**config.mk**
```make
export PLATFORM = sky130hd
export DESIGN_NAME = ts_packet_framer_flat
export DESIGN_NICKNAME = d
export VERILOG_FILES = /design/src/rtl/ts_packet_framer_if.sv /design/src/rtl/ts_packet_framer.sv /design/src/flat_wrapper.sv
export SDC_FILE = /design/constraint.sdc
export NUM_CORES = 1
export LEC_CHECK = 0
export BUFFER_PORTS_ARGS = -buffer_cell sky130_fd_sc_hd__buf_4
export CAP_MARGIN = 15
export CELL_PAD_IN_SITES_DETAIL_PLACEMENT = 0
export CELL_PAD_IN_SITES_GLOBAL_PLACEMENT = 2
export CORE_MARGIN = 2
export CORE_UTILIZATION = 37
export CTS_BUF_LIST = sky130_fd_sc_hd__clkbuf_4
export DETAILED_ROUTE_END_ITERATION = 10
export PLACE_DENSITY_LB_ADDON = 0.1
export SYNTH_ARGS = -nofsm -noshare
export SYNTH_HDL_FRONTEND = slang
export SYNTH_SLANG_ARGS = --single-unit
```
**constraint.sdc**
```tcl
create_clock -name clk -period 2.8 [get_ports clk]
set_input_delay 0.56 -clock clk [delete_from_list [all_inputs] [get_ports clk]]
set_output_delay 0.56 -clock clk [all_outputs]
set_load 0.05 [all_outputs]
```
**src/rtl/ts_packet_framer_if.sv**
```systemverilog
// Signal bundle between a payload source / TS sink and the TS packet framer.
// Payload handshake: a byte moves on a clk edge where in_valid & in_ready are both 1;
// in_data/in_pusi must be stable while in_valid is high, and in_ready may depend on out_en.
interface ts_packet_framer_if;
    logic       out_en;
    logic [7:0] in_data;
    logic       in_valid;
    logic       in_pusi;
    logic       in_ready;
    logic [7:0] byte_out;
    logic       byte_valid;
    logic       pkt_start;
    logic       null_pkt;
    logic       underrun;
    logic [3:0] cc_out;
    logic [1:0] state_dbg;

    modport slave (
        input  out_en, in_data, in_valid, in_pusi,
        output in_ready, byte_out, byte_valid, pkt_start, null_pkt, underrun, cc_out, state_dbg
    );

    modport master (
        output out_en, in_data, in_valid, in_pusi,
        input  in_ready, byte_out, byte_valid, pkt_start, null_pkt, underrun, cc_out, state_dbg
    );
endinterface

```
**src/rtl/ts_packet_framer.sv**
```systemverilog
// MPEG-2 TS transmit framer: wraps a payload byte stream into 188-byte packets at the
// out_en byte rate, inserting null packets when no payload is waiting at a boundary.
module ts_packet_framer #(
    parameter logic [12:0] PID      = 13'h0100,
    parameter logic [12:0] NULL_PID = 13'h1FFF,
    parameter logic [7:0]  PAD_BYTE = 8'hFF
) (
    input logic              clk,
    input logic              rst,
    ts_packet_framer_if.slave bus
);

    typedef enum logic [1:0] {
        IDLE    = 2'd0,
        HEADER  = 2'd1,
        PAYLOAD = 2'd2
    } state_t;

    state_t      state_q, state_d;
    logic [7:0]  idx_q, idx_d;
    logic [3:0]  cc_q, cc_d;
    logic        pusi_q, pusi_d;
    logic        null_q, null_d;
    logic [7:0]  byte_q, byte_d;
    logic        valid_q, valid_d;
    logic        start_q, start_d;
    logic        under_q, under_d;

    logic [7:0]  idx_next;
    logic [12:0] hdr_pid;
    logic [3:0]  hdr_cc;

    always_comb begin
        state_d  = state_q;
        idx_d    = idx_q;
        cc_d     = cc_q;
        pusi_d   = pusi_q;
        null_d   = null_q;
        byte_d   = byte_q;
        valid_d  = bus.out_en;
        start_d  = 1'b0;
        under_d  = 1'b0;
        idx_next = (idx_q == 8'd187) ? 8'd0 : idx_q + 8'd1;
        hdr_pid  = null_q ? NULL_PID : PID;
        hdr_cc   = null_q ? 4'h0 : cc_q;

        if (bus.out_en) begin
            idx_d   = idx_next;
            state_d = (idx_next < 8'd4) ? HEADER : PAYLOAD;
            case (state_q)
                IDLE, HEADER: begin
                    case (idx_q[1:0])
                        2'd0: begin
                            // Packet type is fixed here; cc advances before use so it starts at 0.
                            start_d = 1'b1;
                            byte_d  = 8'h47;
                            null_d  = ~bus.in_valid;
                            pusi_d  = bus.in_valid & bus.in_pusi;
                            if (bus.in_valid) begin
                                cc_d = cc_q + 4'd1;
                            end
                        end
                        2'd1:    byte_d = {1'b0, pusi_q, 1'b0, hdr_pid[12:8]};
                        2'd2:    byte_d = hdr_pid[7:0];
                        default: byte_d = {4'b0001, hdr_cc};
                    endcase
                end
                PAYLOAD: begin
                    if (null_q || !bus.in_valid) begin
                        byte_d  = PAD_BYTE;
                        under_d = ~null_q;
                    end else begin
                        byte_d  = bus.in_data;
                    end
                end
                default: state_d = IDLE;
            endcase
        end
    end

    always_ff @(posedge clk or negedge rst) begin
        if (!rst) begin
            state_q <= IDLE;
            idx_q   <= 8'd0;
            cc_q    <= 4'hF;
            pusi_q  <= 1'b0;
            null_q  <= 1'b0;
            byte_q  <= 8'h00;
            valid_q <= 1'b0;
            start_q <= 1'b0;
            under_q <= 1'b0;
        end else begin
            state_q <= state_d;
            idx_q   <= idx_d;
            cc_q    <= cc_d;
            pusi_q  <= pusi_d;
            null_q  <= null_d;
            byte_q  <= byte_d;
            valid_q <= valid_d;
            start_q <= start_d;
            under_q <= under_d;
        end
    end

    // A payload byte is taken only on a byte strobe inside a data packet's payload.
    assign bus.in_ready   = bus.out_en & (state_q == PAYLOAD) & ~null_q;
    assign bus.byte_out   = byte_q;
    assign bus.byte_valid = valid_q;
    assign bus.pkt_start  = start_q;
    assign bus.null_pkt   = null_q;
    assign bus.underrun   = under_q;
    assign bus.cc_out     = cc_q;
    assign bus.state_dbg  = state_q;

endmodule

```
**src/flat_wrapper.sv**
```systemverilog
// flat-port wrapper written by rule: the top's interface ports become plain ports
module ts_packet_framer_flat 
#(
    parameter logic [12:0] PID      = 13'h0100,
    parameter logic [12:0] NULL_PID = 13'h1FFF,
    parameter logic [7:0]  PAD_BYTE = 8'hFF
)
  (clk, rst, bus_out_en, bus_in_data, bus_in_valid, bus_in_pusi, bus_in_ready, bus_byte_out, bus_byte_valid, bus_pkt_start, bus_null_pkt, bus_underrun, bus_cc_out, bus_state_dbg);
  ts_packet_framer_if bus_i ();
  input logic clk;
  input logic rst;
  input wire logic [$bits(bus_i.out_en)-1:0] bus_out_en;
  input wire logic [$bits(bus_i.in_data)-1:0] bus_in_data;
  input wire logic [$bits(bus_i.in_valid)-1:0] bus_in_valid;
  input wire logic [$bits(bus_i.in_pusi)-1:0] bus_in_pusi;
  output wire logic [$bits(bus_i.in_ready)-1:0] bus_in_ready;
  output wire logic [$bits(bus_i.byte_out)-1:0] bus_byte_out;
  output wire logic [$bits(bus_i.byte_valid)-1:0] bus_byte_valid;
  output wire logic [$bits(bus_i.pkt_start)-1:0] bus_pkt_start;
  output wire logic [$bits(bus_i.null_pkt)-1:0] bus_null_pkt;
  output wire logic [$bits(bus_i.underrun)-1:0] bus_underrun;
  output wire logic [$bits(bus_i.cc_out)-1:0] bus_cc_out;
  output wire logic [$bits(bus_i.state_dbg)-1:0] bus_state_dbg;
  assign bus_i.out_en = bus_out_en;
  assign bus_i.in_data = bus_in_data;
  assign bus_i.in_valid = bus_in_valid;
  assign bus_i.in_pusi = bus_in_pusi;
  assign bus_in_ready = bus_i.in_ready;
  assign bus_byte_out = bus_i.byte_out;
  assign bus_byte_valid = bus_i.byte_valid;
  assign bus_pkt_start = bus_i.pkt_start;
  assign bus_null_pkt = bus_i.null_pkt;
  assign bus_underrun = bus_i.underrun;
  assign bus_cc_out = bus_i.cc_out;
  assign bus_state_dbg = bus_i.state_dbg;
  ts_packet_framer #(.PID(PID), .NULL_PID(NULL_PID), .PAD_BYTE(PAD_BYTE)) u_core (.clk(clk), .rst(rst), .bus(bus_i));
endmodule
```
# == After elaboration in Yosys (flattened, before gate mapping) ==
# Cells that the tools add are included.
# word_totals
reg_bits,27
elab_cells,46
# classes
n_addsub,2
magnitude_cmp,1
n_eq_ne,5
muxes,14
n_bitwise,5
n_reduce_logical,10
# op_table
operator,n
8-bit one-hot mux with 3 select lines,1
8-bit 2-to-1 mux,2
8-bit one-hot mux with 2 select lines,1
13-bit 2-to-1 mux,1
"8-bit by 1-bit adder with 8-bit output, second input constant",1
"8-bit == test, second input constant",1
"8-bit by 3-bit less-than comparator with 1-bit output, second input constant",1
1-bit 2-to-1 mux,6
"4-bit by 1-bit adder with 4-bit output, second input constant",1
"2-bit by 1-bit == test with 1-bit output, second input constant",2
"2-bit == test, second input constant",2
2-bit logical NOT,2
2-bit 2-to-1 mux,2
4-bit 2-to-1 mux,1
4-bit AND reduction,1
1-bit bitwise AND,3
3-bit AND reduction,1
3-bit OR reduction,1
1-bit inverter,2
2-bit AND reduction,1
2-bit nonzero test,1
2-bit OR reduction,1
1-bit logical NOT,1
1-bit logical OR,1

# == Depth between registers and ports, before layout ==
# depth
depth_word,5
depth_mapped,7

# == Worst setup path before layout ==
# OpenSTA, ideal clock, no wires.
# synth_path
path_kind,register to output
start,reg u_core.state_q[1] (netlist: u_core.bus.state_dbg[1])
end,out bus_in_ready
arrival_ns,1.584
slack_ns,0.656
path_stages_with_launch,4
n_path_buf,1
path_cell_list,dfrtp_1 nor2b_1 clkbuf_1 and3b_1
# synth_via
elab_chain_len,3
# synth_lines
element,line_no,text
"start, declared",ts_packet_framer.sv:19,"state_t state_q, state_d;"
"start signal, assigned",ts_packet_framer.sv:93,state_q <= state_d;
2-bit == test,ts_packet_framer.sv:106,assign bus.in_ready = bus.out_en & (state_q == PAYLOAD) & ~null_q;
1-bit bitwise AND (2 in series),ts_packet_framer.sv:106,
"end, declared",flat_wrapper.sv:16,output wire logic [$bits(bus_i.in_ready)-1:0] bus_in_ready;
# Every way passes these cells.

# == Worst setup path in the final report ==
# Same ends and word-level chain as after synthesis.

==> out/qor.yml <==
final_cell_mix: "buf_4 (32), dfrtp_1 (23), o21ai_0 (16), nand2_1 (16), a21oi_1 (11)"
synth_mux_area_share_pct: 2.08
grt_start_max_net_pins: 28
crit_family: "flip-flops"
die_w_um: 69.0
seqPwrFrac_pct: 36.7
hold_path.class: "input port to asynchronous set/reset pin"
clockBufferDepth: 2
clkSinkCount: 27
initial_utilization_pct: 38.8
setup-violations-final: 0
path_class: "flip-flop to output pin"
post-route-min-period_ns: 2.02
numCtsBuffers: 3
syn_area_per_cell_sq_um: 9.70
worstPathArrival_ns: 1.46
synthFlopType: "dfrtp_1"
ir_drop_uv: 309
p_sw_share_pct: 50.0
tightest_slew_ns: 0.397
yosysWarnings: 0
status: "finished clean"
drc: 0
synthXorXnorAreaFrac_pct: 2.24
routabilityCongestion: 0.759
p_clk_share_pct: 8.5
cts_htree_levels: 1
grt_use_total_pct: 15.7
slew_viol_final: 0
core_sq_um: 4030
slowest_stage: "dfrtp_1"
p_leak_nw: 0.815
final_nets: 205
synth_seq_area_share_pct: 43.6
fin_setup_tns_ns: 0
slew_headroom_pct: 73.5
intPower_mw: 1.01
synth-seq-cells: 27
clk_pin_slew_ns: 0.15
synth_top_family_by_area: "simple AND/OR/NAND/NOR gates"
port_buffers: 31
wl_per_cell_um: 14.8
cp-end-kind: "output pin"
ant_nets: 0
post_cts_buffers: 0
synth.distinct_cells: 43
ios: 32
hpwl_um: 2610
cts_root_buffer: "clkbuf_4"
crit_required_ns: 2.24
dr_total_vias: 1248
drive_above_1_share_pct: 24.3
crit_top_cell: "buf_4"
drt-total-wl_um: 3480
fillers: 404
p_switching_mw: 1.00
drt_iter0_drc: 76
grt_first_pass_wirelength_um: 5490
cts_resized: 0
n_antenna_cell: 0
synth_compound_area_share_pct: 19.4
vias_per_cell: 5.31
syn_inst: 161
cp_max_fo: 10
p_comb_share_pct: 54.8
timing.fmax_ghz: 0.494
die_area_sq_um: 4760
max_cap_violations: 0
areaGrowthSynthToFinish_pct: 15.3
antenna_found_initial: 0
synth_enable_flop_cells: 0
start_kind: "flip-flop"
hold_buffers: 0
hold_viol: 0
synth-async-reset-ratio_pct: 100
first_pass_iters: 4
synth_fa_ha_area_share_pct: 4.81
synth_area_sq_um: 1560
cts_tree: "done"
grt_pass1_vias: 1227
die_height_um: 69.0
cpPeakStageDelay_ns: 0.44
syn-num-nets: 180
mostFrequentLayoutCell: "buf_4"
cp_cell_sequence: "nor2b_1 -> buf_4 -> and3b_1 -> buf_4"
period_share_pct: 72.3
power.density_nw_per_um2: 1120
rsz0062_at_grt: "false"
skew_ns: 0.0125
path_buf_inv: 2
worst_hold_slack_ns: 0.122
clk_latency_ns: 0.33
synth-simple-area-share_pct: 21.1
grt_overflow_total: 0
rows: 23
## per-layer routing
layer	track usage, %	vias up	part of all wire (%)
met5	0	-	0
met4	5.39	0	0.52
met3	1.95	2	3.5
met2	28.8	19	52
met1	18.9	597	44
li1	-	630	-
## area by class of cell
class                      instances  area, sq um  share of cell area (%)
clock buffer                       3         22.5                    1.25
timing repair buffer              32          240                    13.3
multi-input combinational        118          774                    43.0
tap                               50         62.6                    3.47
clock inverter                     1         5.00                   0.278
inverter                           4         15.0                   0.834
sequential                        27          681                    37.8
## through the flow
stage | setup WS (ns) | utilization (%) | instances | power (mW) | instance area (sq um)
final | 0.777 | 44.7 | 235 | 2.01 | 1800
after global routing | 0.653 | 44.7 | 235 | 2.17 | 1800
after CTS | 0.728 | 44.7 | 235 | 2.04 | 1800
after detailed placement | 0.919 | 44.0 | 231 | 1.86 | 1770
after global placement | 1.01 | 44.0 | 231 | 1.84 | 1770
after floorplan | 0.656 | - | 161 | 1.57 | 1560
## power groups by stage
stage          Combinational, mW  Clock (mW)  Sequential, mW
5_1_grt                     1.20       0.195           0.773
6_report                    1.10       0.170           0.738
3_3_place_gp                1.10           0           0.743
2_1_floorplan              0.530           0            1.04
3_5_place_dp                1.11           0           0.753
4_1_cts                     1.11       0.185           0.743
## synthesized netlist by cell type, types with 2 or more instances
master / number / area [sq um]
xnor2_1: 2 / 17.5
a21o_1: 2 / 15.0
a211oi_1: 2 / 15.0
o21a_1: 2 / 15.0
inv_1: 4 / 15.0
dfrtp_1: 23 / 576
nor2b_1: 4 / 25.0
a31oi_1: 2 / 12.5
dfstp_2: 4 / 105
nand2b_1: 3 / 18.8
a21oi_1: 11 / 55.1
and3b_1: 5 / 43.8
clkbuf_1: 3 / 11.3
nand3_1: 6 / 30.0
o31ai_1: 2 / 15.0
o21ai_0: 16 / 80.1
mux2_2: 2 / 22.5
xor2_1: 2 / 17.5
ha_1: 6 / 75.1
o22ai_1: 2 / 12.5
nand3b_1: 4 / 30.0
nor2_1: 7 / 26.3
nand2_1: 16 / 60.1
nor3_1: 2 / 10.0
nand4_1: 2 / 12.5
and3_1: 2 / 12.5
buf_4: 3 / 22.5
o32ai_1: 4 / 35.0
buf_6: 4 / 45.0
## flip-flops by register name (all words and copies together) (netlist names)
signal and flops:
u_core.idx_q 8, u_core.pusi_q 1, u_core.bus.byte_valid 1, u_core.bus.pkt_start 1, u_core.bus.underrun 1, u_core.bus.byte_out 8
u_core.bus.cc_out 4, u_core.bus.null_pkt 1, u_core.bus.state_dbg 2
## final timing paths
| check | start | endpoint | slack [ns] | cells past startpoint |
|---|---|---|---|---|
| max reg2reg | u_core.idx_q[0] | u_core.bus.byte_out[2] | 0.93 | 6 |
| max in group asynchronous | rst | u_core.bus.cc_out[3] | 2.38 | 1 |
| min in group clk | bus_in_valid | u_core.bus.underrun | 0.41 | 2 |
| max | u_core.bus.state_dbg[1] | bus_in_ready | 0.78 | 4 |
| min reg2reg | u_core.bus.byte_out[0] | u_core.bus.byte_out[0] | 0.50 | 2 |
| min | rst | u_core.bus.underrun | 0.12 | 1 |
## cells by family (layout without fill, tap and decap cells)
group           Yosys count  in the layout
fa+ha+maj                 6              6
compound gates           48             48
simple gates             57             57
buf+inv                  16             40
mux                       3              3
xor+xnor                  4              4
flops                    27             27
No activity file was read; power rests on OpenSTA's default activity.
